==> src/rtl/alu_sched.sv <==
// Round-robin front end for the power-gated ALU: grants one of two requesters, drives start/operands, owns power and isolation.
// Response 3 cycles after accept for single-cycle ops; requesters stall on reqX_ready, and responses are not backpressured.
module alu_sched #(
  parameter int PWR_UP_CYC   = 4,
  parameter int IDLE_TIMEOUT = 16,
  parameter int ISO_LEAD     = 2
) (
  input  logic        clk,
  input  logic        rst,
  input  logic        force_off,
  input  logic        req0_valid,
  input  logic [3:0]  req0_opcode,
  input  logic [15:0] req0_a,
  input  logic [15:0] req0_b,
  output logic        req0_ready,
  input  logic        req1_valid,
  input  logic [3:0]  req1_opcode,
  input  logic [15:0] req1_a,
  input  logic [15:0] req1_b,
  output logic        req1_ready,
  output logic        alu_pwr_en,
  output logic        iso_en,
  output logic        alu_start,
  output logic [3:0]  alu_opcode,
  output logic [15:0] alu_a,
  output logic [15:0] alu_b,
  input  logic        alu_busy,
  input  logic [15:0] alu_result,
  output logic        resp_valid,
  output logic        resp_id,
  output logic [15:0] resp_data,
  output logic        resp_err,
  output logic [2:0]  ctrl_state
);

  localparam int IW = $clog2(IDLE_TIMEOUT + 1);

  typedef enum logic [2:0] {
    ST_OFF    = 3'd0,
    ST_PWR_UP = 3'd1,
    ST_READY  = 3'd2,
    ST_ISSUE  = 3'd3,
    ST_WAIT   = 3'd4,
    ST_ISO    = 3'd5
  } state_t;

  state_t        state;
  logic [7:0]    phase_cnt;
  logic [IW-1:0] idle_cnt;
  logic          rr_last;
  logic          cur_id;

  logic          any_valid;
  logic          win_id;
  logic          grant_ok;
  logic          accept;
  logic [3:0]    acc_opcode;
  logic [15:0]   acc_a;
  logic [15:0]   acc_b;
  logic          op_bad;

  // When both requesters are valid, the one that did not win last time gets the ALU.
  assign any_valid  = req0_valid | req1_valid;
  assign win_id     = (req0_valid & req1_valid) ? ~rr_last : req1_valid;
  assign grant_ok   = (state == ST_READY) & ~force_off;
  assign req0_ready = grant_ok & req0_valid & ~win_id;
  assign req1_ready = grant_ok & req1_valid & win_id;
  assign accept     = req0_ready | req1_ready;
  assign acc_opcode = win_id ? req1_opcode : req0_opcode;
  assign acc_a      = win_id ? req1_a : req0_a;
  assign acc_b      = win_id ? req1_b : req0_b;
  assign op_bad     = acc_opcode > 4'b1001;
  assign ctrl_state = state;

  always_ff @(posedge clk or posedge rst) begin
    if (rst) begin
      state      <= ST_OFF;
      phase_cnt  <= '0;
      idle_cnt   <= '0;
      rr_last    <= 1'b1;
      cur_id     <= 1'b0;
      alu_pwr_en <= 1'b0;
      iso_en     <= 1'b1;
      alu_start  <= 1'b0;
      alu_opcode <= '0;
      alu_a      <= '0;
      alu_b      <= '0;
      resp_valid <= 1'b0;
      resp_id    <= 1'b0;
      resp_data  <= '0;
      resp_err   <= 1'b0;
    end else begin
      alu_start  <= 1'b0;
      resp_valid <= 1'b0;
      case (state)
        ST_OFF: begin
          if (any_valid && !force_off) begin
            state      <= ST_PWR_UP;
            alu_pwr_en <= 1'b1;
            iso_en     <= 1'b1;
            phase_cnt  <= '0;
          end
        end
        ST_PWR_UP: begin
          if (force_off) begin
            state     <= ST_ISO;
            phase_cnt <= '0;
          end else if (phase_cnt == 8'(PWR_UP_CYC - 1)) begin
            state    <= ST_READY;
            iso_en   <= 1'b0;
            idle_cnt <= '0;
          end else begin
            phase_cnt <= phase_cnt + 8'd1;
          end
        end
        ST_READY: begin
          if (force_off) begin
            state     <= ST_ISO;
            iso_en    <= 1'b1;
            phase_cnt <= '0;
            idle_cnt  <= '0;
          end else if (accept) begin
            alu_opcode <= acc_opcode;
            alu_a      <= acc_a;
            alu_b      <= acc_b;
            cur_id     <= win_id;
            rr_last    <= win_id;
            idle_cnt   <= '0;
            // Unsupported opcodes never reach the ALU; answer them directly.
            if (op_bad) begin
              resp_valid <= 1'b1;
              resp_err   <= 1'b1;
              resp_data  <= '0;
              resp_id    <= win_id;
            end else begin
              state     <= ST_ISSUE;
              alu_start <= 1'b1;
            end
          end else if (idle_cnt == IW'(IDLE_TIMEOUT - 1)) begin
            state     <= ST_ISO;
            iso_en    <= 1'b1;
            phase_cnt <= '0;
            idle_cnt  <= '0;
          end else begin
            idle_cnt <= idle_cnt + 1'b1;
          end
        end
        ST_ISSUE: begin
          state <= ST_WAIT;
        end
        ST_WAIT: begin
          if (!alu_busy) begin
            state      <= ST_READY;
            resp_valid <= 1'b1;
            resp_err   <= 1'b0;
            resp_data  <= alu_result;
            resp_id    <= cur_id;
            idle_cnt   <= '0;
          end
        end
        ST_ISO: begin
          // A fresh request while still powered cancels the shutdown.
          if (any_valid && !force_off) begin
            state    <= ST_READY;
            iso_en   <= 1'b0;
            idle_cnt <= '0;
          end else if (phase_cnt == 8'(ISO_LEAD - 1)) begin
            state      <= ST_OFF;
            alu_pwr_en <= 1'b0;
          end else begin
            phase_cnt <= phase_cnt + 8'd1;
          end
        end
        default: begin
          state      <= ST_OFF;
          alu_pwr_en <= 1'b0;
          iso_en     <= 1'b1;
        end
      endcase
    end
  end

endmodule

==> config.mk <==
export PLATFORM = sky130hd
export DESIGN_NAME = alu_sched
export DESIGN_NICKNAME = d
export VERILOG_FILES = /design/src/rtl/alu_sched.sv
export SDC_FILE = /design/constraint.sdc
export NUM_CORES = 1
export LEC_CHECK = 0
export CAP_MARGIN = 40
export CORE_AREA = 2 2 99 101
export CTS_BUF_LIST = sky130_fd_sc_hd__clkbuf_8
export CTS_CLUSTER_SIZE = 14
export DETAILED_ROUTE_END_ITERATION = 16
export DIE_AREA = 0 0 101 103
export GPL_ROUTABILITY_DRIVEN = 0
export PLACE_DENSITY = 0.76
export SYNTH_ARGS = -nofsm -noshare
export SYNTH_HDL_FRONTEND = slang
export SYNTH_SLANG_ARGS = --single-unit
==> constraint.sdc <==
create_clock -name clk -period 3.1 [get_ports clk]
set_clock_uncertainty 0.2 [all_clocks]
set_input_delay 0.775 -clock clk [delete_from_list [all_inputs] [get_ports clk]]
set_output_delay 0.775 -clock clk [all_outputs]
set_load 0.02 [all_outputs]
* Yosys cells after proc, flatten, opt, wreduce, memory -nomap -nowiden
Cells that the tools add are included.
Storage, ports and cells: logic and storage cells 139, bits of input ports 94, bits in registers 76
Operators by class: $lt $le $gt $ge 1, bitwise logic cells 13, $add $sub $neg 2, mux-type cells 67, reduce and logical (&&, ||, !) cells 15, eq/ne operators 26
Operator list (count):
- 2-to-1 mux 16 bit | 6
- 2-to-1 mux 8 bit | 8
- 2-to-1 mux 5 bit | 7
- one-hot mux 16 bit (2 select lines) | 1
- one-hot mux 8 bit (4 select lines) | 1
- 2-to-1 mux 3 bit | 10
- 2-to-1 mux 1 bit | 26
- inequality test 2 bit, second input constant | 11
- one-hot mux 5 bit (4 select lines) | 1
- one-hot mux 3 bit (6 select lines) | 1
- AND reduction 7 bit | 2
- inequality test 3 bit, second input constant | 4
- AND reduction 5 bit | 2
- adder 8 x 1 -> 8 bit, second input constant | 1
- equality test 8 x 1 -> 1 bit, second input constant | 1
- equality test 8 x 2 -> 1 bit, second input constant | 1
- nonzero test 4 bit | 2
- AND 1 bit | 6
- equality test 3 x 2 -> 1 bit, second input constant | 2
- equality test 3 bit, second input constant | 2
- one-hot mux 1 bit (2 select lines) | 3
- AND reduction 6 bit | 1
- adder 5 x 1 -> 5 bit, second input constant | 1
- equality test 5 x 4 -> 1 bit, second input constant | 1
- 18 further kinds | 23

* Longest topological paths before layout
Gate-level depths: netlist (run 1).
word-level depth 8, gate-level depth with buffers 7, mapped depth without buffers 7

* Least setup slack after synthesis (run 1)
No wires, ideal clock.
kind input port to output port, from input port req1_valid, to output port req0_ready, buffers on the path 2, required time 2.125 ns, arrival time 1.859 ns, path slack 0.266 ns, cell stages on the path 4, cells stage by stage a21boi_2 -> buf_1 -> buf_2 -> nor2_1
Between the ends: cells in the longest elaborated chain, start to end 4
RTL lines:
- start, declared | line 16 | input logic req1_valid,
- AND 1 bit | line 64 | assign win_id = (req0_valid & req1_valid) ? ~rr_last : req1_valid;
- 2-to-1 mux 1 bit * | line 64
- inverter 1 bit * | line 66 | assign req0_ready = grant_ok & req0_valid & ~win_id;
- AND 1 bit * | line 66
- end, declared | line 15 | output logic req0_ready,
Every way passes the cells marked *; elsewhere a longest branch is shown, timed or not.

* Worst setup path in the final report (run 1)
from input port req1_valid, to register resp_data[10]
Between the ends: cells in the longest elaborated chain, start to end 7, elaborated cells between the ends (all ways) 12, those cells by class order compare: 1; eq/ne: 2; mux: 2; bitwise: 6; reduce/logical: 1
RTL lines:
- parallel branches: the longest is 6 deep, another holds > comparator 4 bit
- AND reduction 5 bit (no line) *
- end signal, assigned | line 156 | resp_data <= alu_result;
- end, declared | line 31 | output logic [15:0] resp_data,
Every way passes the cells marked *. A chain may end at the register's enable or synchronous reset.

==> flow_metrics.env, run 1 <==
export IMPL_rsz0062_at_grt="no"
export IMPL_rr_endpoint="resp_data[10]"
export IMPL_arrival_ns=2.91
export IMPL_yosysWarningCount=0
export IMPL_holdPathEnd="phase_cnt[7]"
export IMPL_synth_top_area_cell="dfrtp_1"
export IMPL_routed_wl_mm=10.1
export IMPL_postRouteAntennaNets=0
export IMPL_worstPathBufferInverterCount=3
export IMPL_netlist_area_leader_share_pct=50.7
export IMPL_grt_pass1_wl_mm=16.0
export IMPL_peakVddDrop_mv=0.407
export IMPL_synth_seq_cells=76
export IMPL_layout_common_cells="clkdlybuf4s50_1, dfrtp_1, nor2_1"
export IMPL_cts_buffers_inserted=9
export IMPL_clkLatencyLatePin_ns=0.36
export IMPL_cts_tree="done"
export IMPL_vias_per_cell=5.19
export IMPL_dp_final_hpwl_mm=7.63
export IMPL_cts_hold_buf=0
export IMPL_power_total_w=0.00499
export IMPL_p_leak_nw=2.47
export IMPL_criticalPathCategory="in2reg"
export IMPL_maxCapViolCount=0
export IMPL_cpMaxStageDelayCell="clkdlybuf4s50_1"
export IMPL_final_common_cell="clkdlybuf4s50_1"
export IMPL_post_route_min_period_ns=2.85
export IMPL_h_tree_depth=3
export IMPL_grt_max_degree=40
export IMPL_drive_gt1_share_pct=10.1
export IMPL_post_route_util_pct=60.4
export IMPL_max_slew_worst_pin_slew_ns=0.621
export IMPL_drt_initial_drc_count=162
export IMPL_r2r_cells=7
export IMPL_drc_errors=0
export IMPL_port_buffers=156
export IMPL_die_w_um=101
export IMPL_hold_viol=0
export IMPL_core_area_um2=9460
export IMPL_hold_path_class="reg2reg"
export IMPL_via_count=3410
export IMPL_crit_top_cell="buf_4"
export IMPL_whs_path_depth=1
export IMPL_setup_viol_count_final=0
export IMPL_post_route_period_util_pct=91.9
export IMPL_chipHeight_um=103
export IMPL_die_area_um2=10400
export IMPL_reg2reg_from="rr_last"
export IMPL_placed_area_um2=5530
export IMPL_final_nets=635
export IMPL_grt_usage_pct=19.8
export IMPL_antenna_cells=0
export IMPL_cp_cell_sequence="clkdlybuf4s50_1 -> a21boi_4 -> buf_4 -> mux2_4 -> o32a_1 -> or2_1 -> buf_4 -> a22o_1"
export IMPL_syn_nets=461
export IMPL_synth_edf_count=0
export IMPL_syn_area_per_cell_um2=10.0
export IMPL_grt_pass1_vias=3282
export IMPL_synth_seq_area_share_pct=52.1
export IMPL_rrSetupSlack_ns=0.70
export IMPL_cts_sinks=76
export IMPL_wl_per_cell_um=15.4
export IMPL_async_flop_share_pct=100
export IMPL_drtPass1Iterations=4
export IMPL_hp_start="phase_cnt[7]"
export IMPL_drv_slew=0
export IMPL_gr_total_overflow=0
export IMPL_status="finished clean"
export IMPL_final_cell_area_um2=5720
export IMPL_cp_required_ns=3.16
export IMPL_critPathMaxStageDelay_ns=0.49
export IMPL_start_util_pct=38.7
export IMPL_synth_area_um2=3660
export IMPL_ios=157
export IMPL_path_clk_slew_ns=0.10
export IMPL_crit_path_end_kind="flop"
export IMPL_synth_flop_cell="dfrtp_1"
export IMPL_cts_path_max_buffers=2
export IMPL_p_per_area_nw_per_um2=874
export IMPL_cp_top_family="buffers and inverters"
export IMPL_postSynthCellCount=364
export IMPL_crit_fanout=10
export IMPL_rows=36
export IMPL_synth_cell_types=51
export IMPL_max_slew_margin_pct=58.5
export IMPL_antenna_found_initial=0
export IMPL_area_delta_synth_final_pct=56.3
export IMPL_fmax_mhz=351
export IMPL_startpoint_type="input pin"
export IMPL_clockRootBuffer="clkbuf_8"
export IMPL_synthTopCellsByArea="dfrtp_1, mux2i_1, a21oi_1, nor2_1, a22o_1"
-- registers in the layout, summed over array words and instances (netlist names) --
name	flops
alu_a	16
alu_b	16
resp_data	16
phase_cnt	8
idle_cnt	5
alu_opcode	4
ctrl_state	3
alu_pwr_en	1
alu_start	1
cur_id	1
iso_en	1
resp_err	1
resp_id	1
resp_valid	1
rr_last	1
-- synthesized netlist by cell type (2+ instances only) --
cell type	instances
nand3_1	6
a31oi_1	4
mux2_2	2
nand2_1	11
buf_2	2
dfrtp_1	74
or2_1	2
o2bb2ai_1	2
nor2_1	59
a32oi_1	2
nor3_1	6
o211ai_1	2
o221ai_1	2
inv_1	10
mux2i_1	37
nand3b_1	3
and3_1	5
o21ai_0	13
clkbuf_1	15
a21oi_1	50
dfstp_2	2
ha_1	3
nand2b_1	4
o21ai_1	7
a22o_1	14
mux2_1	2
-- cell families after synthesis --
kind of cell	synth area share, %
muxes	11.8
DFF	52.1
adders and majority gates	1.03
AOI/OAI and AO/OA	19.2
buffers and inverters	3.35
and+or+nand+nor	12.6
-- per-stage QoR --
stage	setup WS [ns]	TNS (ns)	std cells	hold slack, ns
after floorplan	0.190	0	364	0.245
after global routing	0.185	0	657	0.310
after detailed placement	-0.328	-2.18	641	0.264
final	0.252	0	657	0.285
after global placement	-0.362	-1.45	641	0.257
after CTS	0.0172	0	657	0.287
-- layer usage --
layer	global-route usage, %	up-vias	wire [um]
met5	0	-	0
li1	-	1661	-
met4	5.30	0	93
met2	31.7	140	4840
met1	24.8	1602	4200
met3	8.61	7	976
-- where the power goes --
part	switching, W	internal (W)
Clock	0.000436	0.000310
Combinational	0.00133	0.00126
Sequential	0.000249	0.00141
Total	0.00201	0.00298
-- final cells by class --
type / instances / area (um^2)
Clock inverter: 7 / 67.6
Tap cell: 114 / 143
Clock buffer: 9 / 124
Fill cell: 803 / 3740
Inverter: 11 / 41.3
Sequential cell: 76 / 1900
Timing Repair Buffer: 182 / 1790
Multi-Input combinational cell: 258 / 1640
-- repair_timing --
item / CTS / global route
buffers inserted: 0 / 0
pin swaps: 0 / 1
endpoints found under the setup margin: 2 / 2
resized for setup: 6 / 5
-- worst max path at each step --
stage / startpoint / endpoint / slack (ns) / cells after the start
5_1_grt: req1_valid / resp_data[5] / 0.18 / 8
4_1_cts: force_off / req0_ready / 0.02 / 6
3_3_place_gp: force_off / req0_ready / -0.36 / 6
2_1_floorplan: rst / alu_a[0] / 0.19 / 1
6_report: req1_valid / resp_data[10] / 0.25 / 8
3_5_place_dp: force_off / req0_ready / -0.33 / 6
No activity file was read; power rests on OpenSTA's default activity.
==> inputs of run 2 (changes only) <==
CELL_PAD_IN_SITES_DETAIL_PLACEMENT = 1   (was unset)
CELL_PAD_IN_SITES_GLOBAL_PLACEMENT = 2   (was unset)
CORE_AREA = 2 2 124 126   (was 2 2 99 101)
DIE_AREA = 0 0 126 128   (was 0 0 101 103)
PLACE_DENSITY = 0.81   (was 0.76)
==> flow_metrics.env, run 2 (synthesized netlist as in run 1, its figures left out) <==
export IMPL_grt_usage_pct=15.3
export IMPL_clockRootBuffer="clkbuf_8"
export IMPL_reg_top3="alu_a (16), alu_b (16), resp_data (16)"
export IMPL_maxCapViolCount=0
export IMPL_final_nets=639
export IMPL_drc_errors=0
export IMPL_worstPathBufferInverterCount=2
export IMPL_startpoint_type="input pin"
export IMPL_dp_final_hpwl_mm=9.13
export IMPL_placed_area_um2=5640
export IMPL_post_route_util_pct=39.4
export IMPL_max_slew_worst_pin_slew_ns=0.737
export IMPL_p_leak_nw=2.49
export IMPL_arrival_ns=2.02
export IMPL_post_route_min_period_ns=3.00
export IMPL_fin_tns_setup_ns=0
export IMPL_power_total_w=0.00516
export IMPL_hold_path_class="reg2reg"
export IMPL_cp_top_family="buffers and inverters"
export IMPL_post_route_period_util_pct=96.6
export IMPL_core_area_um2=14900
export IMPL_grt_pass1_wl_mm=19.7
export IMPL_grt_pass1_vias=3837
export IMPL_area_delta_synth_final_pct=60.1
export IMPL_antenna_cells=0
export IMPL_postRouteAntennaNets=0
export IMPL_ios=157
export IMPL_crit_fanout=3
export IMPL_criticalPathCategory="in2out"
export IMPL_drt_initial_drc_count=122
export IMPL_vias_per_cell=4.67
export IMPL_rows=45
export IMPL_cts_resized=3
export IMPL_cts_sinks=76
export IMPL_max_slew_margin_pct=50.8
export IMPL_wl_per_cell_um=16.0
export IMPL_path_clk_slew_ns=0.08
export IMPL_peakVddDrop_mv=0.287
export IMPL_antenna_found_initial=0
export IMPL_crit_path_end_kind="output pin"
export IMPL_grt_max_degree=72
export IMPL_drv_slew=0
export IMPL_start_util_pct=24.6
export IMPL_post_cts_buffers=0
export IMPL_routed_wl_mm=11.8
export IMPL_cts_path_max_buffers=2
export IMPL_cts_buffers_inserted=9
export IMPL_drtPass1Iterations=4
export IMPL_h_tree_depth=3
export IMPL_fmax_mhz=334
export IMPL_die_w_um=126
export IMPL_cts_hold_buf=0
export IMPL_chipHeight_um=128
export IMPL_port_buffers=156
export IMPL_hold_viol=0
export IMPL_layout_common_cells="clkdlybuf4s50_1, dfrtp_1, nor2_1"
export IMPL_die_area_um2=16100
export IMPL_cp_required_ns=2.12
export IMPL_status="finished clean"
export IMPL_gr_total_overflow=0
export IMPL_cp_cell_sequence="clkdlybuf4s50_1 -> nor4b_4 -> and2_1 -> clkdlybuf4s15_1"
export IMPL_clkLatencyLatePin_ns=0.36
export IMPL_hold_ws_ns=0.297
export IMPL_final_common_cell="clkdlybuf4s50_1"
export IMPL_via_count=3430
export IMPL_setup_viol_count_final=0
export IMPL_rsz0062_at_grt="no"
export IMPL_p_per_area_nw_per_um2=881
export IMPL_critPathMaxStageDelay_ns=0.46
export IMPL_final_cell_area_um2=5850
export IMPL_cts_tree="done"
export IMPL_drive_gt1_share_pct=10.4
export IMPL_cpMaxStageDelayCell="clkdlybuf4s50_1"
## run 2: changes by cell type in the layout (fill, tap and decap cells not counted), moves of 2 or more
cell       change
buf_4          +3
inv_6          -3
clkinv_2       +3
bufinv_16      +2
## run 2: through the flow
step                cells  setup WS [ns]
global placement      719         -0.206
floorplan             364          0.190
global route          734         0.0194
CTS                   734         0.0233
detailed placement    719         -0.295
finish                734          0.105
## run 2: layout make-up
type,count,area [um^2]
Tap cell,188,235
Inverter,11,42.5
Sequential cell,76,1900
Fill cell,1757,9010
Timing Repair Buffer,186,1810
Clock inverter,6,87.6
Clock buffer,9,124
Multi-Input combinational cell,258,1650
## run 2: worst paths after layout
| path | cells after the start | from | slack (ns) | endpoint |
|---|---|---|---|---|
| max in group asynchronous | 3 | rst | 1.43 | alu_opcode[0] |
| min in group asynchronous | 2 | rst | 0.63 | resp_data[3] |
| worst min-delay path | 1 | phase_cnt[7] | 0.30 | phase_cnt[7] |
| worst max-delay path | 4 | force_off | 0.10 | req1_ready |
| worst max register to register | 7 | rr_last | 0.67 | resp_data[7] |
| worst min register to register | 1 | phase_cnt[7] | 0.30 | phase_cnt[7] |
## run 2: layer usage
| metal | up-vias | GRT usage (%) | share of wire (%) |
|---|---|---|---|
| li1 | 1653 | - | - |
| met1 | 1651 | 18.6 | 42 |
| met2 | 113 | 25.4 | 48 |
| met3 | 13 | 6.01 | 8.4 |
| met4 | 0 | 4.59 | 1.3 |
| met5 | - | 0 | 0 |
## run 2: report_power, final
| group | leakage [nW] | internal (W) | switching (W) |
|---|---|---|---|
| registers | 0.928 | 0.00142 | 0.000258 |
| clock network | 0.109 | 0.000450 | 0.000388 |
| logic | 1.46 | 0.00127 | 0.00138 |
| total | 2.49 | 0.00313 | 0.00203 |
==> inputs of run 3 (changes only) <==
CELL_PAD_IN_SITES_DETAIL_PLACEMENT = unset   (was 1)
CELL_PAD_IN_SITES_GLOBAL_PLACEMENT = unset   (was 2)
CORE_AREA = 2 2 95 97   (was 2 2 124 126)
DIE_AREA = 0 0 97 99   (was 0 0 126 128)
GPL_ROUTABILITY_DRIVEN = unset   (was 0)
PLACE_DENSITY = 0.82   (was 0.81)
==> flow_metrics.env, run 3 (synthesized netlist as in run 1, its figures left out) <==
export IMPL_post_cts_buffers=0
export IMPL_gr_total_overflow=0
export IMPL_fmax_mhz=334
export IMPL_post_route_period_util_pct=96.6
export IMPL_antenna_cells=0
export IMPL_clkLatencyLatePin_ns=0.35
export IMPL_max_slew_margin_pct=53.0
export IMPL_die_w_um=97
export IMPL_hold_viol=0
export IMPL_hold_path_class="reg2reg"
export IMPL_h_tree_depth=3
export IMPL_grt_pass1_vias=3557
export IMPL_wl_per_cell_um=16.4
export IMPL_final_nets=634
export IMPL_layout_common_cells="clkdlybuf4s50_1, dfrtp_1, nor2_1"
export IMPL_drv_slew=0
export IMPL_rsz0062_at_grt="no"
export IMPL_crit_fanout=3
export IMPL_p_clk_share_pct=16.4
export IMPL_p_per_area_nw_per_um2=894
export IMPL_setup_viol_count_final=0
export IMPL_port_buffers=156
export IMPL_globalplace_congestion=0.845
export IMPL_cts_tree="done"
export IMPL_drc_errors=0
export IMPL_cp_required_ns=2.12
export IMPL_area_delta_synth_final_pct=56.0
export IMPL_max_slew_worst_pin_slew_ns=0.705
export IMPL_worstPathBufferInverterCount=3
export IMPL_die_area_um2=9600
export IMPL_p_leak_nw=2.47
export IMPL_fin_tns_setup_ns=0
export IMPL_fillers=668
export IMPL_rows=34
export IMPL_cts_path_max_buffers=2
export IMPL_sequentialPowerShare_pct=32.9
export IMPL_cp_top_family="buffers and inverters"
export IMPL_switching_share_pct=38.9
export IMPL_antenna_found_initial=0
export IMPL_startpoint_type="input pin"
export IMPL_cts_hold_buf=0
export IMPL_routed_wl_mm=10.7
export IMPL_p_int_w=0.00311
export IMPL_cpMaxStageDelayCell="clkdlybuf4s50_1"
export IMPL_clockRootBuffer="clkbuf_8"
export IMPL_vias_per_cell=5.36
export IMPL_switching_power_w=0.00199
export IMPL_critPathMaxStageDelay_ns=0.45
export IMPL_ios=157
export IMPL_cp_cell_sequence="clkdlybuf4s50_1 -> nor4b_2 -> buf_4 -> nand2_1 -> nor2_1 -> buf_2"
export IMPL_cts_sinks=76
export IMPL_core_area_um2=8550
export IMPL_post_route_util_pct=66.7
export IMPL_drtPass1Iterations=5
export IMPL_path_clk_slew_ns=0.08
export IMPL_drive_gt1_share_pct=9.80
export IMPL_maxCapViolCount=0
export IMPL_drt_initial_drc_count=136
export IMPL_via_count=3481
export IMPL_status="finished clean"
export IMPL_post_route_min_period_ns=2.99
export IMPL_criticalPathCategory="in2out"
export IMPL_start_util_pct=42.8
export IMPL_cts_buffers_inserted=9
export IMPL_reg_top3="alu_a (16), alu_b (16), resp_data (16)"
export IMPL_grt_max_degree=73
export IMPL_grt_pass1_wl_mm=17.3
export IMPL_arrival_ns=2.02
export IMPL_crit_path_end_kind="output pin"
export IMPL_grt_usage_pct=22.2
export IMPL_peakVddDrop_mv=0.509
export IMPL_combPwrFrac_pct=50.7
export IMPL_final_common_cell="clkdlybuf4s50_1"
export IMPL_postRouteAntennaNets=0
export IMPL_dp_final_hpwl_mm=7.98
export IMPL_chipHeight_um=99
## run 3: final cells by class
type	instances	area [um^2]	share of cell area [%]
clock buffers	9	124	2.17
clock inverters	6	90.1	1.58
inverters	11	41.3	0.724
multi-input cells	258	1640	28.8
repair buffers	181	1760	30.9
well taps	108	135	2.37
flip-flops and latches	76	1900	33.4
## run 3: per-layer routing
metal | vias to the layer above | routed length (um) | GRT usage [%]
li1 | 1651 | - | -
met1 | 1679 | 4220 | 26.1
met2 | 138 | 5350 | 38.0
met3 | 13 | 932 | 7.94
met4 | 0 | 150 | 6.93
met5 | - | 0 | 0
## run 3: what timing repair did
item,4_1_cts,5_1_grt
endpoints found under the hold margin,0,0
gates resized for setup,8,0
endpoints found under the setup margin,2,0
## run 3: path summary, 6_finish.rpt
kind	start	depth (start not counted)	endpoint	slack (ns)
setup / recovery	force_off	6	req0_ready	0.11
hold / removal	phase_cnt[7]	1	phase_cnt[7]	0.29
setup reg to reg	rr_last	7	resp_data[5]	0.71
hold reg to reg	phase_cnt[7]	1	phase_cnt[7]	0.29
max in group asynchronous	rst	3	alu_a[13]	1.45
min in group asynchronous	rst	2	resp_data[7]	0.61
## run 3: per-stage QoR
| step | power [W] | cells | area (um^2) | setup WS [ns] | hold WS [ns] |
|---|---|---|---|---|---|
| after CTS | 0.00513 | 649 | 5700 | 0.0792 | 0.297 |
| final | 0.00510 | 649 | 5700 | 0.105 | 0.295 |
| after detailed placement | 0.00428 | 634 | 5500 | -0.358 | 0.284 |
| after global routing | 0.00541 | 649 | 5700 | 0.0426 | 0.321 |
| after global placement | 0.00418 | 634 | 5500 | -0.354 | 0.267 |
| after floorplan | 0.00303 | 364 | 3660 | 0.190 | 0.245 |
## run 3: power groups by stage
| stage | registers, W | clock network, W | logic, W |
|---|---|---|---|
| final | 0.00168 | 0.000837 | 0.00259 |
| after global routing | 0.00173 | 0.000890 | 0.00279 |
| after CTS | 0.00168 | 0.000853 | 0.00260 |
| after detailed placement | 0.00168 | 0 | 0.00260 |
| after global placement | 0.00166 | 0 | 0.00252 |
| after floorplan | 0.00212 | 0 | 0.000912 |
